File: config.mk
export PLATFORM = sky130hd
export DESIGN_NAME = ram_bist_flat
export DESIGN_NICKNAME = d
export VERILOG_FILES = /design/src/rtl/ram_bist_pkg.sv /design/src/rtl/ram_bist_if.sv /design/src/rtl/ram_bist_addr_ctr.sv /design/src/rtl/ram_bist.sv /design/src/flat_wrapper.sv
export SDC_FILE = /design/constraint.sdc
export NUM_CORES = 1
export LEC_CHECK = 0
export BUFFER_PORTS_ARGS = -buffer_cell sky130_fd_sc_hd__buf_4
export CORE_MARGIN = 2
export CORE_UTILIZATION = 50
export DETAILED_ROUTE_END_ITERATION = 6
export MAX_ROUTING_LAYER = met4
export PLACE_DENSITY_LB_ADDON = 0.12
export SYNTH_ARGS = -nofsm -noshare
export SYNTH_HDL_FRONTEND = slang
export SYNTH_SLANG_ARGS = --single-unit
File: constraint.sdc
create_clock -name clk -period 3.58 [get_ports clk]
set_input_delay 0 -clock clk [delete_from_list [all_inputs] [get_ports clk]]
set_output_delay 0 -clock clk [all_outputs]
set_load 0.1 [all_outputs]
File: src/rtl/ram_bist_pkg.sv
// ram_bist_pkg: shared state encoding and test-pattern function for the RAM BIST.
// Latency: n/a (types and a pure function only).
// Backpressure: n/a.
package ram_bist_pkg;

    typedef enum logic [1:0] {
        ST_IDLE  = 2'd0,
        ST_WRITE = 2'd1,
        ST_READ  = 2'd2,
        ST_DONE  = 2'd3
    } state_e;

    // Pattern for address k is 2*k; callers truncate to the RAM word width,
    // which gives the required mod 2^WORD_SIZE wrap.
    function automatic logic [31:0] pattern(input logic [31:0] k);
        return k << 1;
    endfunction

endpackage

File: src/rtl/ram_bist_if.sv
// ram_bist_if: RAM-side bus between the BIST engine (master) and the RAM (slave).
// Latency: addr/data_in/wr/cs are registered by the master; data_out is combinational.
// Backpressure: none, the RAM accepts one access per cycle.
interface ram_bist_if #(
    parameter int ADDR_SIZE = 10,
    parameter int WORD_SIZE = 8
);
    logic [ADDR_SIZE-1:0] addr;
    logic [WORD_SIZE-1:0] data_in;
    logic [WORD_SIZE-1:0] data_out;
    logic                 wr;
    logic                 cs;

    modport master (output addr, output data_in, output wr, output cs, input data_out);
    modport slave  (input addr, input data_in, input wr, input cs, output data_out);
endinterface

File: src/rtl/ram_bist_addr_ctr.sv
// ram_bist_addr_ctr: word index k with clear, increment and terminal-count flag.
// Latency: count updates one cycle after clr_i/inc_i; tc_o is combinational on the count.
// Backpressure: none, count holds when neither clr_i nor inc_i is asserted.
module ram_bist_addr_ctr #(
    parameter int ADDR_SIZE   = 10,
    parameter int MEMORY_SIZE = 1024
) (
    input  logic             clk,
    input  logic             rst,
    input  logic             clr_i,
    input  logic             inc_i,
    output logic [ADDR_SIZE:0] cnt_o,
    output logic [ADDR_SIZE:0] cnt_nxt_o,
    output logic             tc_o
);
    // One spare bit so MEMORY_SIZE == 2**ADDR_SIZE never wraps the count.
    localparam int CW = ADDR_SIZE + 1;

    logic [CW-1:0] cnt_q;
    logic [CW-1:0] cnt_d;

    // Next count: clear wins over increment.
    always_comb begin
        cnt_d = cnt_q;
        if (clr_i) begin
            cnt_d = '0;
        end else if (inc_i) begin
            cnt_d = cnt_q + CW'(1);
        end
    end

    // Count register.
    always_ff @(posedge clk) begin
        if (rst) begin
            cnt_q <= '0;
        end else begin
            cnt_q <= cnt_d;
        end
    end

    assign cnt_o     = cnt_q;
    assign cnt_nxt_o = cnt_d;
    assign tc_o      = (cnt_q == CW'(MEMORY_SIZE - 1));

endmodule

File: src/rtl/ram_bist.sv
// ram_bist: write 2*k to every word, read it back, report pass and first failing address.
// Latency: 2*MEMORY_SIZE cycles from the first WRITE cycle to the first DONE cycle.
// Backpressure: none; start is accepted only in IDLE/DONE. Optional RAM_BIST_ERRCNT_EN adds err_cnt.
module ram_bist
    import ram_bist_pkg::*;
#(
    parameter int ADDR_SIZE   = 10,
    parameter int WORD_SIZE   = 8,
    parameter int MEMORY_SIZE = 1024
) (
    input  logic                 clk,
    input  logic                 rst,
    input  logic                 start,
    ram_bist_if.master           ram,
    output logic                 busy,
    output logic                 done,
    output logic                 pass,
    output logic [ADDR_SIZE-1:0] fail_addr
`ifdef RAM_BIST_ERRCNT_EN
    ,
    output logic [ADDR_SIZE:0]   err_cnt
`endif
);

    state_e                 state_q, state_d;
    logic                   ctr_clr, ctr_inc, ctr_tc;
    logic [ADDR_SIZE:0]     ctr_q, ctr_nxt;
    logic                   launch;
    logic                   mismatch;

    logic [WORD_SIZE-1:0]   data_in_q;
    logic                   wr_q, cs_q;
    logic                   err_q;
    logic [ADDR_SIZE-1:0]   fail_addr_q;

    ram_bist_addr_ctr #(
        .ADDR_SIZE   (ADDR_SIZE),
        .MEMORY_SIZE (MEMORY_SIZE)
    ) u_addr_ctr (
        .clk       (clk),
        .rst       (rst),
        .clr_i     (ctr_clr),
        .inc_i     (ctr_inc),
        .cnt_o     (ctr_q),
        .cnt_nxt_o (ctr_nxt),
        .tc_o      (ctr_tc)
    );

    // Next state and counter control; start is only looked at in IDLE and DONE.
    always_comb begin
        state_d = state_q;
        ctr_clr = 1'b0;
        ctr_inc = 1'b0;
        launch  = 1'b0;
        unique case (state_q)
            ST_IDLE, ST_DONE: begin
                if (start) begin
                    state_d = ST_WRITE;
                    ctr_clr = 1'b1;
                    launch  = 1'b1;
                end
            end
            ST_WRITE: begin
                if (ctr_tc) begin
                    state_d = ST_READ;
                    ctr_clr = 1'b1;
                end else begin
                    ctr_inc = 1'b1;
                end
            end
            ST_READ: begin
                if (ctr_tc) begin
                    state_d = ST_DONE;
                end else begin
                    ctr_inc = 1'b1;
                end
            end
            default: state_d = ST_IDLE;
        endcase
    end

    // Read-back compare against the pattern for the word addressed this cycle.
    assign mismatch = (state_q == ST_READ) &&
                      (ram.data_out != WORD_SIZE'(pattern(32'(ctr_q))));

    // State, registered RAM controls and the sticky first-failure record.
    always_ff @(posedge clk) begin
        if (rst) begin
            state_q     <= ST_IDLE;
            data_in_q   <= '0;
            wr_q        <= 1'b0;
            cs_q        <= 1'b0;
            err_q       <= 1'b0;
            fail_addr_q <= '0;
        end else begin
            state_q   <= state_d;
            wr_q      <= (state_d == ST_WRITE);
            cs_q      <= (state_d == ST_WRITE) || (state_d == ST_READ);
            data_in_q <= (state_d == ST_WRITE) ? WORD_SIZE'(pattern(32'(ctr_nxt))) : '0;
            if (launch) begin
                err_q       <= 1'b0;
                fail_addr_q <= '0;
            end else if (mismatch && !err_q) begin
                err_q       <= 1'b1;
                fail_addr_q <= ctr_q[ADDR_SIZE-1:0];
            end
        end
    end

`ifdef RAM_BIST_ERRCNT_EN
    logic [ADDR_SIZE:0] err_cnt_q;

    // Saturating count of every read mismatch in the current run.
    always_ff @(posedge clk) begin
        if (rst) begin
            err_cnt_q <= '0;
        end else if (launch) begin
            err_cnt_q <= '0;
        end else if (mismatch && (err_cnt_q != '1)) begin
            err_cnt_q <= err_cnt_q + (ADDR_SIZE + 1)'(1);
        end
    end

    assign err_cnt = err_cnt_q;
`endif

    // The address counter is itself a register loaded with the next k, so it
    // drives the RAM address directly.
    assign ram.addr    = ctr_q[ADDR_SIZE-1:0];
    assign ram.data_in = data_in_q;
    assign ram.wr      = wr_q;
    assign ram.cs      = cs_q;

    assign busy      = (state_q == ST_WRITE) || (state_q == ST_READ);
    assign done      = (state_q == ST_DONE);
    assign pass      = done && !err_q;
    assign fail_addr = fail_addr_q;

endmodule

File: src/flat_wrapper.sv
// flat-port wrapper written by rule: the top's interface ports become plain ports
module ram_bist_flat import ram_bist_pkg::*;
#(
    parameter int ADDR_SIZE   = 10,
    parameter int WORD_SIZE   = 8,
    parameter int MEMORY_SIZE = 1024
)
  (clk, rst, start, busy, done, pass, fail_addr, ram_addr, ram_data_in, ram_wr, ram_cs, ram_data_out);
  ram_bist_if #(.ADDR_SIZE(ADDR_SIZE), .WORD_SIZE(WORD_SIZE)) ram_i ();
  input  logic clk;
  input  logic rst;
  input  logic start;
  output logic busy;
  output logic done;
  output logic pass;
  output logic [ADDR_SIZE-1:0] fail_addr;
  output wire logic [$bits(ram_i.addr)-1:0] ram_addr;
  output wire logic [$bits(ram_i.data_in)-1:0] ram_data_in;
  output wire logic [$bits(ram_i.wr)-1:0] ram_wr;
  output wire logic [$bits(ram_i.cs)-1:0] ram_cs;
  input wire logic [$bits(ram_i.data_out)-1:0] ram_data_out;
  assign ram_addr = ram_i.addr;
  assign ram_data_in = ram_i.data_in;
  assign ram_wr = ram_i.wr;
  assign ram_cs = ram_i.cs;
  assign ram_i.data_out = ram_data_out;
  ram_bist #(.ADDR_SIZE(ADDR_SIZE), .WORD_SIZE(WORD_SIZE), .MEMORY_SIZE(MEMORY_SIZE)) u_core (.clk(clk), .rst(rst), .start(start), .ram(ram_i), .busy(busy), .done(done), .pass(pass), .fail_addr(fail_addr));
endmodule
==> metrics.cfg, run 1 <==
[clock_network]
htreeDepth = 2
clkTransAtPathRegs_ns = 0.10
clock_latency_ns = 0.32
cts.sinks = 33
cts_made_buffers = 5
cts-root-buf = clkbuf_4
post_cts_buffers = 0
cts_tree = yes
clock_path_buffers = 2

[placement]
io_buffer_count = 42
dp_hpwl_mm = 2.61
place_area_um2 = 1860
gp_congestion = 0.819

[yosys]
async_flop_share_pct = 0
syn-cell-area_um2 = 1610
synth_ff_type = dfxtp_1
ys_warn_count = 0
synth_edf_count = 0
syn_inst = 180
ys_seq_area_share_pct = 41.0
syn_nets = 197
yosysUniqueCellTypes = 43
syn_avg_cell_area_um2 = 8.95
ys_seq_elements = 33

[cells_and_area]
design_area_um2 = 1960
drive_gt1_share_pct = 25.7
layout.cells.most_common = buf_4
area_growth_pct = 21.9
layout.nets = 230
final_cell_mix = buf_4, dfxtp_1, nand2_1, nor2_1, mux2i_1
n_antenna_cell = 0

[drt]
drt_iter0_markers = 74
ant_nets = 0
drc = 0
vias_per_cell = 5.19
vias = 1339
dr_wl_met2_mm = 1.70
wl_met3_um = 221
wirelength_mm = 3.52
top_layer = met4
drt_first_pass_iters = 5
avgRoutedWirePerCell_um = 13.7
wl_met1_mm = 1.59

[grt]
grt_pass1_vias = 1230
grt_start_max_net_pins = 22
grt_pass1_wl_mm = 5.65
track_usage_pct = 21.9
antenna_found_initial = 0
overflow = 0

[floorplan]
dieArea_um2 = 3690
fp.dieW_um = 60.8
io_pins = 44
rows = 20
initial_core_util_pct = 52.8
core_um2 = 3050
die_height_um = 60.8

[min_path]
whs_endpoint = u_core.err_q
holdCritStartpoint = ram_data_out[0]
min_path_type = input pin to flip-flop
worstHoldPathCells = 4

[setup_path]
crit_path_start_kind = flip-flop
timing.rr.start = u_core.u_addr_ctr.cnt_o[0]
timing.rr.end = u_core.ram.data_in[1]
required_ns = 3.78
critical_path_class = flip-flop to flip-flop
crit_fanout = 7
r2r_slack_ns = 1.15
crit_arrival_ns = 2.63
endpoint_kind = flip-flop
worstRegToRegCells = 9

[sta]
grt_setup_unrepaired = false
timing.fmax_ghz = 0.411
setup_viol = 0
finalHoldViolCount = 0
setup_tns_ns = 0
fin_skew_ns = 0.00297
tightest_slew_ns = 0.822
fin_crit_sh_pct = 68.0
slew_headroom_pct = 45.1
fin_crit_ns = 2.43
slew_viol_final = 0

[power]
p_per_area_nw_per_um2 = 393
ir_worst_vdd_mv = 0.310
p_leak_uw = 0.000812

[job]
cap_viol_max_count = 0

[run_status]
status = complete, no violations

-- cell type report --
class                           count  area [um2]
Clock buffer                        7        55.1
Fill cell                         260        1090
Sequential cell                    33         661
Multi-Input combinational cell    123         798
Tap cell                           44        55.1
Timing Repair Buffer               46         350
Inverter                            4        15.0
Clock inverter                      1        30.0
-- kinds of logic (layout without fill, tap and decap cells) --
kind of cell / count (synthesis) / after routing / share of synthesized area (%)
xor+xnor: 10 / 10 / 5.44
compound gates: 24 / 24 / 9.94
simple gates: 70 / 70 / 21.8
mux: 12 / 12 / 7.45
other cells: 1 / 1 / 0.233
buf+inv: 24 / 58 / 9.47
fa+ha+maj: 6 / 6 / 4.66
flops: 33 / 33 / 41.0
-- worst max path at each step --
| stage | startpoint | to | slack (ns) | cells after the start |
|---|---|---|---|---|
| detailed placement | u_core.u_addr_ctr.cnt_o[0] | u_core.ram.data_in[1] | 1.20 | 9 |
| global route | u_core.u_addr_ctr.cnt_o[0] | u_core.ram.data_in[3] | 0.90 | 9 |
| finish | u_core.u_addr_ctr.cnt_o[0] | u_core.ram.data_in[1] | 1.15 | 9 |
| global placement | u_core.u_addr_ctr.cnt_o[0] | u_core.ram.data_in[4] | 1.35 | 9 |
| CTS | u_core.u_addr_ctr.cnt_o[0] | u_core.ram.data_in[1] | 1.16 | 9 |
| floorplan | u_core.state_q[1] | pass | 0.95 | 2 |
-- registers in the layout, indices dropped and copies added, names as in the netlist --
name	count
u_core.ram.data_in	7
u_core.fail_addr	10
u_core.ram.cs	1
u_core.u_addr_ctr.cnt_o	11
u_core.ram.wr	1
u_core.err_q	1
u_core.state_q	2
-- metal layers --
metal	vias up	global-route usage, %
li1	669	-
met1	618	26.9
met2	50	33.9
met3	2	7.68
met4	0	6.52
met5	-	-
-- cells in the mapped netlist (2+ instances only) --
cell / n / area [um2]
xnor2_1: 3 / 26.3
nor2_1: 18 / 67.6
nor3_1: 5 / 25.0
dfxtp_1: 33 / 661
ha_1: 6 / 75.1
buf_2: 5 / 25.0
nor2b_1: 2 / 12.5
nand3_1: 3 / 15.0
mux2i_1: 12 / 120
inv_1: 4 / 15.0
buf_6: 2 / 22.5
a21oi_1: 9 / 45.0
nand4b_1: 2 / 17.5
or4_1: 3 / 22.5
buf_4: 11 / 82.6
xor2_1: 7 / 61.3
o31ai_1: 4 / 30.0
nand4_1: 2 / 12.5
nand2_1: 24 / 90.1
clkbuf_1: 2 / 7.51
-- critical path, cell delays in order (launching register included) --
cell and delay, ns:
dfxtp_1 0.47, ha_1 0.29, and4b_1 0.25, nand3_1 0.16, a221oi_1 0.36, nand2_1 0.10, ha_1 0.18, nor2b_1 0.14
o21ai_1 0.26, nor2_1 0.11
-- where the power goes --
| group | total (uW) | leakage (uW) | internal (uW) | switching, uW |
|---|---|---|---|---|
| clock | 288 | 0.0000455 | 167 | 121 |
| combinational | 107 | 0.000500 | 30.4 | 77.0 |
| sequential | 376 | 0.000267 | 372 | 4.08 |
-- per-stage QoR --
stage | hold slack [ns] | utilization, % | instances | setup WS, ns | total power [uW]
after floorplan | 0.0717 | - | 180 | 0.949 | 467
after global placement | 0.203 | 60.9 | 248 | 1.35 | 489
after detailed placement | 0.207 | 60.9 | 248 | 1.20 | 490
after CTS | 0.125 | 64.3 | 258 | 1.16 | 783
after global routing | 0.160 | 64.3 | 258 | 0.897 | 810
final | 0.131 | 64.3 | 258 | 1.15 | 772
-- what timing repair did --
item	4_1_cts	5_1_grt
endpoints found under the setup margin	0	0
resized for setup	0	0
hold buffers	2	0
endpoints found under the hold margin	4	0
Note: power is estimated with default switching activity, not from simulation.
==> run 2: changes to the inputs <==
--- a/config.mk
+++ b/config.mk
@@ -7,7 +7,7 @@
 export LEC_CHECK = 0
 export BUFFER_PORTS_ARGS = -buffer_cell sky130_fd_sc_hd__buf_4
 export CORE_MARGIN = 2
-export CORE_UTILIZATION = 50
+export CORE_UTILIZATION = 46
 export DETAILED_ROUTE_END_ITERATION = 6
 export MAX_ROUTING_LAYER = met4
 export PLACE_DENSITY_LB_ADDON = 0.12
==> constraint.sdc (replaced) <==
create_clock -name clk -period 2.2 [get_ports clk]
set_input_delay 0 -clock clk [delete_from_list [all_inputs] [get_ports clk]]
set_output_delay 0 -clock clk [all_outputs]
set_load 0.1 [all_outputs]
==> run 2 against run 1 <==
Clock-buffer cell count down 2. Worst hold slack worse by 0.036 ns. Sequential share of layout area fell by 1.2 points. Critical path depth stayed put. Global-route usage shrank 1.5 points. Die area up 8.1%. Clock power rose by 16%. Non-clock buffer count grew 11. Critical path type unchanged.
==> metrics.cfg, run 2 (synthesized netlist as in run 1, its figures left out) <==
[cells_and_area]
largest_reg_flops = 11
fin_util_pct = 60.5
instances_no_fill = 271
multi_input_area_um2 = 817
final_cell_mix = buf_4, dfxtp_1, nand2_1, nor2_1, mux2i_1
drive_gt1_share_pct = 32.4
layout.nets = 241
layout.cells.most_common = buf_4
n_antenna_cell = 0
register_area_um2 = 661
design_area_um2 = 2040
area_growth_pct = 26.3
fillers = 313

[drt]
wirelength_mm = 3.69
avgRoutedWirePerCell_um = 13.6
drt_iter0_markers = 69
ant_nets = 0
vias_per_cell = 5.14
drc = 0
vias = 1394
drt_first_pass_iters = 5

[sta]
fin_crit_ns = 2.02
fin_crit_sh_pct = 91.8
setup_tns_ns = 0
slew_viol_final = 0
grt_setup_unrepaired = false
fin_skew_ns = 0.00912
timing.fmax_ghz = 0.495
setup_viol = 0
slew_headroom_pct = 53.5
tightest_slew_ns = 0.697
finalHoldViolCount = 0

[setup_path]
crit_path_start_kind = flip-flop
crit_arrival_ns = 2.28
critical_path_class = flip-flop to flip-flop
timing.rr.start = u_core.u_addr_ctr.cnt_o[1]
worstRegToRegCells = 9
timing.rr.end = u_core.ram.data_in[4]
cp_cell_sequence = ha_1, and4b_1, nand3_1, o211a_1, nor2_1, ha_1, nor2b_1, o21ai_2, nor3_1
crit_fanout = 7
endpoint_kind = flip-flop
cpPeakStageDelay_ns = 0.35
r2r_slack_ns = 0.18
crit_path_end = u_core.ram.data_in[4]
slowest_stage = dfxtp_1
cp_common_cell = ha_1
cp-startpoint = u_core.u_addr_ctr.cnt_o[1]
required_ns = 2.46

[clock_network]
htreeDepth = 2
cts-root-buf = clkbuf_4
clock_latency_ns = 0.34
cts_made_buffers = 5
cts.sinks = 33
post_cts_buffers = 0
cts_tree = yes
clkTransAtPathRegs_ns = 0.11
clock_path_buffers = 2

[power]
p_leak_uw = 0.000856
p_per_area_nw_per_um2 = 553
power_uw = 1130
ir_worst_vdd_mv = 0.430

[floorplan]
dieArea_um2 = 3990
fp.dieW_um = 63.2
io_pins = 44
initial_core_util_pct = 47.9
rows = 21
core_um2 = 3360
die_height_um = 63.2

[grt]
grt_pass1_wl_mm = 6.21
antenna_found_initial = 0
grt_pass1_vias = 1349
overflow = 0
track_usage_pct = 20.4
grt_start_max_net_pins = 23

[placement]
place_area_um2 = 1950
gp_congestion = 0.837
dp_hpwl_mm = 2.77
io_buffer_count = 42
dp.cells = 262

[job]
cap_viol_max_count = 0

[min_path]
min_path_type = input pin to flip-flop

[run_status]
status = complete, no violations

run 2: cell count changes in the layout (fill, tap and decap cells not counted), sizes merged:
cell	previous run	this run
buf	44	56
dlygate4sd3	2	1
clkbuf	7	5
bufinv	1	0
clkinvlp	0	1
clkinv	0	2
run 2: area by class of cell:
class,count,area share [%]
clock buffer,5,1.84
inverter,4,0.738
timing repair buffer,57,21.1
sequential,33,32.5
multi-input combinational,123,40.1
tap,46,2.83
clock inverter,3,0.860
run 2: critical path: cells and delay by family (launching register included):
family	cells	cell delay (ns)
fa+ha+maj	2	0.30
compound gates	2	0.41
simple gates	5	0.88
flops	1	0.35
run 2: power by group:
group / switching (uW) / internal (uW)
Combinational: 129 / 53.1
Clock: 214 / 120
Sequential: 4.11 / 606
run 2: worst min path at each step:
stage / startpoint / endpoint / slack [ns] / cells past startpoint
after floorplan: rst / u_core.ram.cs / 0.07 / 1
after global placement: rst / u_core.ram.cs / 0.20 / 2
after detailed placement: rst / u_core.ram.cs / 0.20 / 2
after CTS: start / u_core.ram.cs / 0.08 / 5
after global routing: start / u_core.ram.cs / 0.11 / 5
final: start / u_core.ram.cs / 0.1 / 5
run 2: per-stage QoR:
step	hold slack [ns]	setup WS [ns]
final	0.0953	0.181
after global routing	0.110	0.0280
after CTS	0.0830	0.0328
after detailed placement	0.203	0.0400
after global placement	0.202	0.146
after floorplan	0.0717	0.0323
run 2: what timing repair did:
action / CTS / global route
resized for setup: 0 / 4
endpoints found under the setup margin: 0 / 17
hold buffers: 1 / 0
endpoints found under the hold margin: 3 / 0
run 2: per-layer routing:
layer  share of wire (%)  wire length, um  track usage [%]
met2                  47             1730             31.6
met5                   0                0                -
met4                 2.0               73             8.70
met3                 6.7              247             6.79
met1                  45             1650             24.4
